--- config.mk ---
export PLATFORM = sky130hd
export DESIGN_NAME = softmax_tile_feeder
export DESIGN_NICKNAME = d
export VERILOG_FILES = /design/src/rtl/softmax_tile_feeder.sv
export SDC_FILE = /design/constraint.sdc
export NUM_CORES = 1
export LEC_CHECK = 0
export BUFFER_PORTS_ARGS = -buffer_cell sky130_fd_sc_hd__buf_2
export CORE_MARGIN = 5
export CORE_UTILIZATION = 40
export CTS_CLUSTER_SIZE = 8
export DETAILED_ROUTE_END_ITERATION = 8
export GPL_ROUTABILITY_DRIVEN = 0
export PLACE_DENSITY = 0.56
export SYNTH_ARGS = -nofsm -noshare
export SYNTH_HDL_FRONTEND = slang
export SYNTH_SLANG_ARGS = --single-unit
--- constraint.sdc ---
create_clock -name clk -period 6.5 [get_ports clk]
set_input_delay 0.65 -clock clk [delete_from_list [all_inputs] [get_ports clk]]
set_output_delay 0.65 -clock clk [all_outputs]
set_load 0.01 [all_outputs]
--- src/rtl/softmax_tile_feeder.sv ---
`default_nettype none
// ============================================================================
//  Module      : softmax_tile_feeder
//  Description : Transmit side of the softmax_vec tile interface. Loads one
//                row of TOTAL_ELEMENTS scalars from a valid/ready stream,
//                pulses start, then replays the row as TILE_SIZE-wide beats
//                separated by GAP_CYCLES idle cycles. The next row is not
//                accepted until softmax_vec reports done.
//  Ports       : clk, rst            - clock, synchronous active-high reset
//                in_valid/in_data    - upstream element stream (in)
//                in_ready            - feeder accepts an element (out)
//                en, start           - softmax_vec enable / row-start pulse
//                X_tile_in           - tile data, element 0 in the MSBs
//                tile_in_valid       - tile beat valid
//                done                - softmax_vec row complete (in)
//                busy, row_done      - row in flight / row-complete pulse
//  Revision    : 1.0 - initial release
// ============================================================================
module softmax_tile_feeder #(
    parameter int WIDTH          = 32,
    parameter int TOTAL_ELEMENTS = 16,
    parameter int TILE_SIZE      = 4,
    parameter int GAP_CYCLES     = 1
) (
    input  logic                       clk,
    input  logic                       rst,
    input  logic                       in_valid,
    input  logic [WIDTH-1:0]           in_data,
    output logic                       in_ready,
    output logic                       en,
    output logic                       start,
    output logic [TILE_SIZE*WIDTH-1:0] X_tile_in,
    output logic                       tile_in_valid,
    input  logic                       done,
    output logic                       busy,
    output logic                       row_done
);

    localparam int c_NUM_TILES = TOTAL_ELEMENTS / TILE_SIZE;
    localparam int c_TILE_W    = (c_NUM_TILES > 1) ? $clog2(c_NUM_TILES) : 1;
    localparam int c_POS_W     = (TILE_SIZE > 1) ? $clog2(TILE_SIZE) : 1;
    localparam int c_GAP_W     = (GAP_CYCLES > 1) ? $clog2(GAP_CYCLES) : 1;

    localparam logic [c_TILE_W-1:0] c_LAST_TILE = c_TILE_W'(c_NUM_TILES - 1);
    localparam logic [c_POS_W-1:0]  c_LAST_POS  = c_POS_W'(TILE_SIZE - 1);
    localparam logic [c_GAP_W-1:0]  c_LAST_GAP  = c_GAP_W'((GAP_CYCLES > 0) ? GAP_CYCLES - 1 : 0);

    localparam logic [2:0] S_LOAD      = 3'd0;
    localparam logic [2:0] S_START     = 3'd1;
    localparam logic [2:0] S_SEND      = 3'd2;
    localparam logic [2:0] S_GAP       = 3'd3;
    localparam logic [2:0] S_WAIT_DONE = 3'd4;

    generate
        if ((TILE_SIZE < 1) || (TOTAL_ELEMENTS < TILE_SIZE) ||
            (TOTAL_ELEMENTS % TILE_SIZE != 0) || (GAP_CYCLES < 0)) begin : g_bad_params
            $error("softmax_tile_feeder: TOTAL_ELEMENTS must be a non-zero multiple of TILE_SIZE");
        end
    endgenerate

    logic [2:0]                 r_state;
    logic [c_TILE_W-1:0]        r_ld_tile;   // write pointer, split as tile/position
    logic [c_POS_W-1:0]         r_ld_pos;
    logic [c_TILE_W-1:0]        r_tile;      // tile currently on X_tile_in
    logic [c_GAP_W-1:0]         r_gap;
    logic                       r_done_seen;
    logic [WIDTH-1:0]           r_buf [c_NUM_TILES][TILE_SIZE];

    logic                       r_in_ready;
    logic                       r_en;
    logic                       r_start;
    logic [TILE_SIZE*WIDTH-1:0] r_x;
    logic                       r_tile_valid;
    logic                       r_busy;
    logic                       r_row_done;

    logic                       w_accept;
    logic                       w_last_elem;
    logic [c_TILE_W-1:0]        w_next_tile;
    logic [TILE_SIZE*WIDTH-1:0] w_next_x;

    assign w_accept    = (r_state == S_LOAD) && in_valid && r_in_ready;
    assign w_last_elem = (r_ld_tile == c_LAST_TILE) && (r_ld_pos == c_LAST_POS);
    assign w_next_tile = (r_state == S_START) ? '0 : r_tile + 1'b1;

    // Element j of the tile lands in the j-th slot from the top.
    always_comb begin
        w_next_x = '0;
        for (int j = 0; j < TILE_SIZE; j++) begin
            w_next_x[(TILE_SIZE-1-j)*WIDTH +: WIDTH] = r_buf[w_next_tile][j];
        end
    end

    // Row buffer carries no reset; its contents are only read after a full load.
    always_ff @(posedge clk) begin
        if (w_accept) begin
            r_buf[r_ld_tile][r_ld_pos] <= in_data;
        end
    end

    always_ff @(posedge clk) begin
        if (rst) begin
            r_state      <= S_LOAD;
            r_ld_tile    <= '0;
            r_ld_pos     <= '0;
            r_tile       <= '0;
            r_gap        <= '0;
            r_done_seen  <= 1'b0;
            r_in_ready   <= 1'b0;
            r_en         <= 1'b0;
            r_start      <= 1'b0;
            r_x          <= '0;
            r_tile_valid <= 1'b0;
            r_busy       <= 1'b0;
            r_row_done   <= 1'b0;
        end else begin
            r_en         <= 1'b1;
            r_start      <= 1'b0;
            r_tile_valid <= 1'b0;
            r_row_done   <= 1'b0;
            case (r_state)
                S_LOAD: begin
                    r_in_ready <= 1'b1;
                    if (w_accept) begin
                        if (w_last_elem) begin
                            r_state     <= S_START;
                            r_start     <= 1'b1;
                            r_busy      <= 1'b1;
                            r_in_ready  <= 1'b0;
                            r_done_seen <= 1'b0;
                            r_ld_tile   <= '0;
                            r_ld_pos    <= '0;
                        end else if (r_ld_pos == c_LAST_POS) begin
                            r_ld_pos  <= '0;
                            r_ld_tile <= r_ld_tile + 1'b1;
                        end else begin
                            r_ld_pos <= r_ld_pos + 1'b1;
                        end
                    end
                end
                S_START: begin
                    r_state      <= S_SEND;
                    r_tile       <= w_next_tile;
                    r_tile_valid <= 1'b1;
                    r_x          <= w_next_x;
                end
                S_SEND: begin
                    if (done) begin
                        r_done_seen <= 1'b1;
                    end
                    if (r_tile == c_LAST_TILE) begin
                        // A done already seen (or arriving with the last beat)
                        // completes the row right after the final beat.
                        if (done || r_done_seen) begin
                            r_state    <= S_LOAD;
                            r_row_done <= 1'b1;
                            r_busy     <= 1'b0;
                            r_in_ready <= 1'b1;
                        end else begin
                            r_state <= S_WAIT_DONE;
                        end
                    end else if (GAP_CYCLES == 0) begin
                        r_tile       <= w_next_tile;
                        r_tile_valid <= 1'b1;
                        r_x          <= w_next_x;
                    end else begin
                        r_state <= S_GAP;
                        r_gap   <= '0;
                    end
                end
                S_GAP: begin
                    if (done) begin
                        r_done_seen <= 1'b1;
                    end
                    if (r_gap == c_LAST_GAP) begin
                        r_state      <= S_SEND;
                        r_tile       <= w_next_tile;
                        r_tile_valid <= 1'b1;
                        r_x          <= w_next_x;
                    end else begin
                        r_gap <= r_gap + 1'b1;
                    end
                end
                S_WAIT_DONE: begin
                    if (done || r_done_seen) begin
                        r_state    <= S_LOAD;
                        r_row_done <= 1'b1;
                        r_busy     <= 1'b0;
                        r_in_ready <= 1'b1;
                    end
                end
                default: begin
                    r_state <= S_LOAD;
                end
            endcase
        end
    end

    assign in_ready      = r_in_ready;
    assign en            = r_en;
    assign start         = r_start;
    assign X_tile_in     = r_x;
    assign tile_in_valid = r_tile_valid;
    assign busy          = r_busy;
    assign row_done      = r_row_done;

endmodule
`default_nettype wire

==> impl_metrics.env <==
export IMPL_min_period_over_period_pct=53.3
export IMPL_r2r_cells=5
export IMPL_async_reset_ff_share_pct=0
export IMPL_ys_ff_latch=656
export IMPL_holdPathStages=2
export IMPL_outcome="completed"
export IMPL_drive_gt1_share_pct=16.6
export IMPL_cts_resized=0
export IMPL_insertion_delay_ns=0.61
export IMPL_clk_pin_slew_ns=0.05
export IMPL_ys_seq_area_share_pct=74.2
export IMPL_period_needed_ns=3.46
export IMPL_stdcell_count=2669
export IMPL_use_met1_pct=30.3
export IMPL_yosys_area_share_adder_pct=0.508
export IMPL_synth_top_family_by_area="compound AO/OA/AOI/OAI gates"
export IMPL_synth_cell_types=33
export IMPL_synth_flop_cell="edfxtp_1"
export IMPL_path_max_fanout=77
export IMPL_fmax_ghz=0.289
export IMPL_powerDensity_mw_per_mm2=315
export IMPL_cts_root_buf="clkbuf_16"
export IMPL_start_kind="flop"
export IMPL_leakage_nw=9.62
export IMPL_synth_xor_area_share_pct=0
export IMPL_syn_cell_area_mm2=0.0246
export IMPL_critical_path_class="flop to flop"
export IMPL_grt_busiest_layer="met2"
export IMPL_finalMaxSlewViolations=0
export IMPL_wl_um=77700
export IMPL_clkSinkCount=656
export IMPL_fin_setup_tns_ns=0
export IMPL_setup_viol=0
export IMPL_overflow=0
export IMPL_hold_viol_final=0
export IMPL_first_iter_violations=1616
export IMPL_grt_max_degree=102
export IMPL_cts_hold_buffers=0
export IMPL_vias=16500
export IMPL_nets=1851
export IMPL_synth_nets=1718
export IMPL_avgSynthCellArea_um2=14.7
export IMPL_relSlewSlack_pct=23.4
export IMPL_die_h_um=258
export IMPL_grt_pass1_wl_um=112000
export IMPL_synthSimpleGateAreaFrac_pct=8.33
export IMPL_grt_util_met3_pct=4.05
export IMPL_cts_tree="yes"
export IMPL_hpwlAfterDp_um=38900
export IMPL_area_growth_pct=16.9
export IMPL_muxShareOfSynthArea_pct=0
export IMPL_final_fill_count=5305
export IMPL_antenna_found_initial=2
export IMPL_htree_levels=3
export IMPL_post_cts_buffers=0
export IMPL_fin_skew_ns=0.0191
export IMPL_first_global_vias=16500
export IMPL_critPathCaptureType="flop"
export IMPL_synth_cells=1672
export IMPL_tightest_slew_ns=1.15
export IMPL_cp_required_ns=7.04
export IMPL_routedWlPerCell_um=29.1
export IMPL_cts_path_max_buffers=3
export IMPL_rsz0062_at_grt="false"
export IMPL_worstPathArrival_ns=4.00
export IMPL_synth_compound_area_share_pct=14.3
export IMPL_hp_class="input port to flop"
export IMPL_die_w_um=258
export IMPL_viasPerCell=6.18
export IMPL_die_area_mm2=0.0666
export IMPL_core_mm2=0.0614
export IMPL_peakVddDrop_mv=0.185
export IMPL_grtUsageTotal_pct=22.4
export IMPL_route_detailed_drc=0
export IMPL_synth_edff_count=512
export IMPL_place_inst=2502
export IMPL_drv_cap=0
export IMPL_ant_nets=0
export IMPL_first_pass_iters=5
export IMPL_ys_warn_count=0
export IMPL_num_io_pins=170
export IMPL_initial_core_util_pct=40.1
export IMPL_hold_slack_ns=0.248
export IMPL_portBuffers=169
export IMPL_grtUsageMet2_pct=36.0
export IMPL_rows=91
export IMPL_finalPower_w=0.00907
export IMPL_cts_made_buffers=91
-- metal layers --
metal	vias up	share of wire, %
li1	7113	-
met1	8505	42
met2	744	48
met3	135	7.3
met4	0	3.1
met5	-	0
-- cells by family after synthesis --
kind of cell               Yosys count
DFF                                656
AOI/OAI and AO/OA                  533
adders and majority gates           10
buffers and inverters              170
and+or+nand+nor                    303
-- placed cells by master (no fill, tap or decap), types with 3 or more instances in the layout --
cell type and instances:
a211oi_1 4, dfxtp_1 141, o31ai_1 3, ha_1 10, clkbuf_16 95, and3_1 14, nand2b_1 3, o21ai_0 131
dfxtp_4 3, inv_1 8, edfxtp_1 512, buf_4 31, buf_2 169, nor4bb_1 128, a21oi_1 8, nand2_1 131
nand3b_1 3, a31oi_1 256, nor2_1 4, diode_2 4, clkbuf_1 67, a221oi_1 128
-- cell usage after synthesis, types with 2 or more instances --
cell / instances / area [um^2]
or3b_1: 2 / 17.5
nor2_1: 5 / 18.8
clkbuf_1: 135 / 507
nand2_1: 131 / 492
ha_1: 10 / 125
a31oi_1: 256 / 1600
nand2b_1: 4 / 25.0
a221oi_1: 128 / 1120
nand4_1: 2 / 12.5
nand3b_1: 3 / 22.5
nor3_1: 2 / 10.0
a21oi_1: 8 / 40.0
a211oi_1: 4 / 30.0
nor2b_1: 3 / 18.8
o31ai_1: 3 / 22.5
edfxtp_1: 512 / 15400
buf_1: 3 / 11.3
and3_1: 16 / 100
nand3_1: 2 / 10.0
nor4bb_1: 128 / 1280
dfxtp_1: 144 / 2880
buf_2: 22 / 110
inv_1: 9 / 33.8
o21ai_0: 131 / 656
-- critical path, stage by stage (launching register included) --
cell and delay (ns):
dfxtp_4 0.48, buf_4 0.63, nand2b_4 0.99, buf_4 0.80
a221oi_1 0.13, a31oi_1 0.22
-- final cells by class --
type	instances	area [um^2]	area share (%)
Timing Repair Buffer	201	1100	3.82
Multi-Input combinational cell	846	5730	19.9
Antenna cell	4	10.0	0.0348
Clock buffer	162	2630	9.14
Sequential cell	656	18300	63.5
Inverter	9	35.0	0.122
Tap cell	790	988	3.44
Clock inverter	1	8.76	0.0304
-- through the flow --
step | util [%] | setup WS, ns | cell area (um^2)
floorplan | - | 3.96 | 24600
global placement | 42.6 | 3.14 | 26100
detailed placement | 42.6 | 3.08 | 26100
CTS | 46.9 | 3.07 | 28800
global route | 46.9 | 2.92 | 28800
finish | 46.9 | 3.04 | 28800
-- power by group --
| part | leakage [nW] | internal, W | switching (W) |
|---|---|---|---|
| clock network | 1.25 | 0.00270 | 0.00168 |
| registers | 5.77 | 0.00454 | 0.00000836 |
| logic | 2.59 | 0.0000183 | 0.000121 |
-- flip-flops by register name (all words and copies together), names as in the netlist --
| name | cells |
|---|---|
| r_ld_pos | 2 |
| in_ready | 1 |
| r_done_seen | 1 |
| r_tile | 2 |
| start | 1 |
| row_done | 1 |
| r_ld_tile | 2 |
| r_buf | 512 |
| tile_in_valid | 1 |
| en | 1 |
| busy | 1 |
| r_state | 3 |
| X_tile_in | 128 |
-- path summary, 6_finish.rpt --
kind	startpoint	end	slack, ns
setup reg to reg	r_state[2]	X_tile_in[61]	3.04
hold reg to reg	r_tile[1]	r_tile[1]	0.46
setup / recovery	r_state[2]	X_tile_in[61]	3.04
hold / removal	done	r_state[2]	0.25
Power figures use the tool's default switching activity.
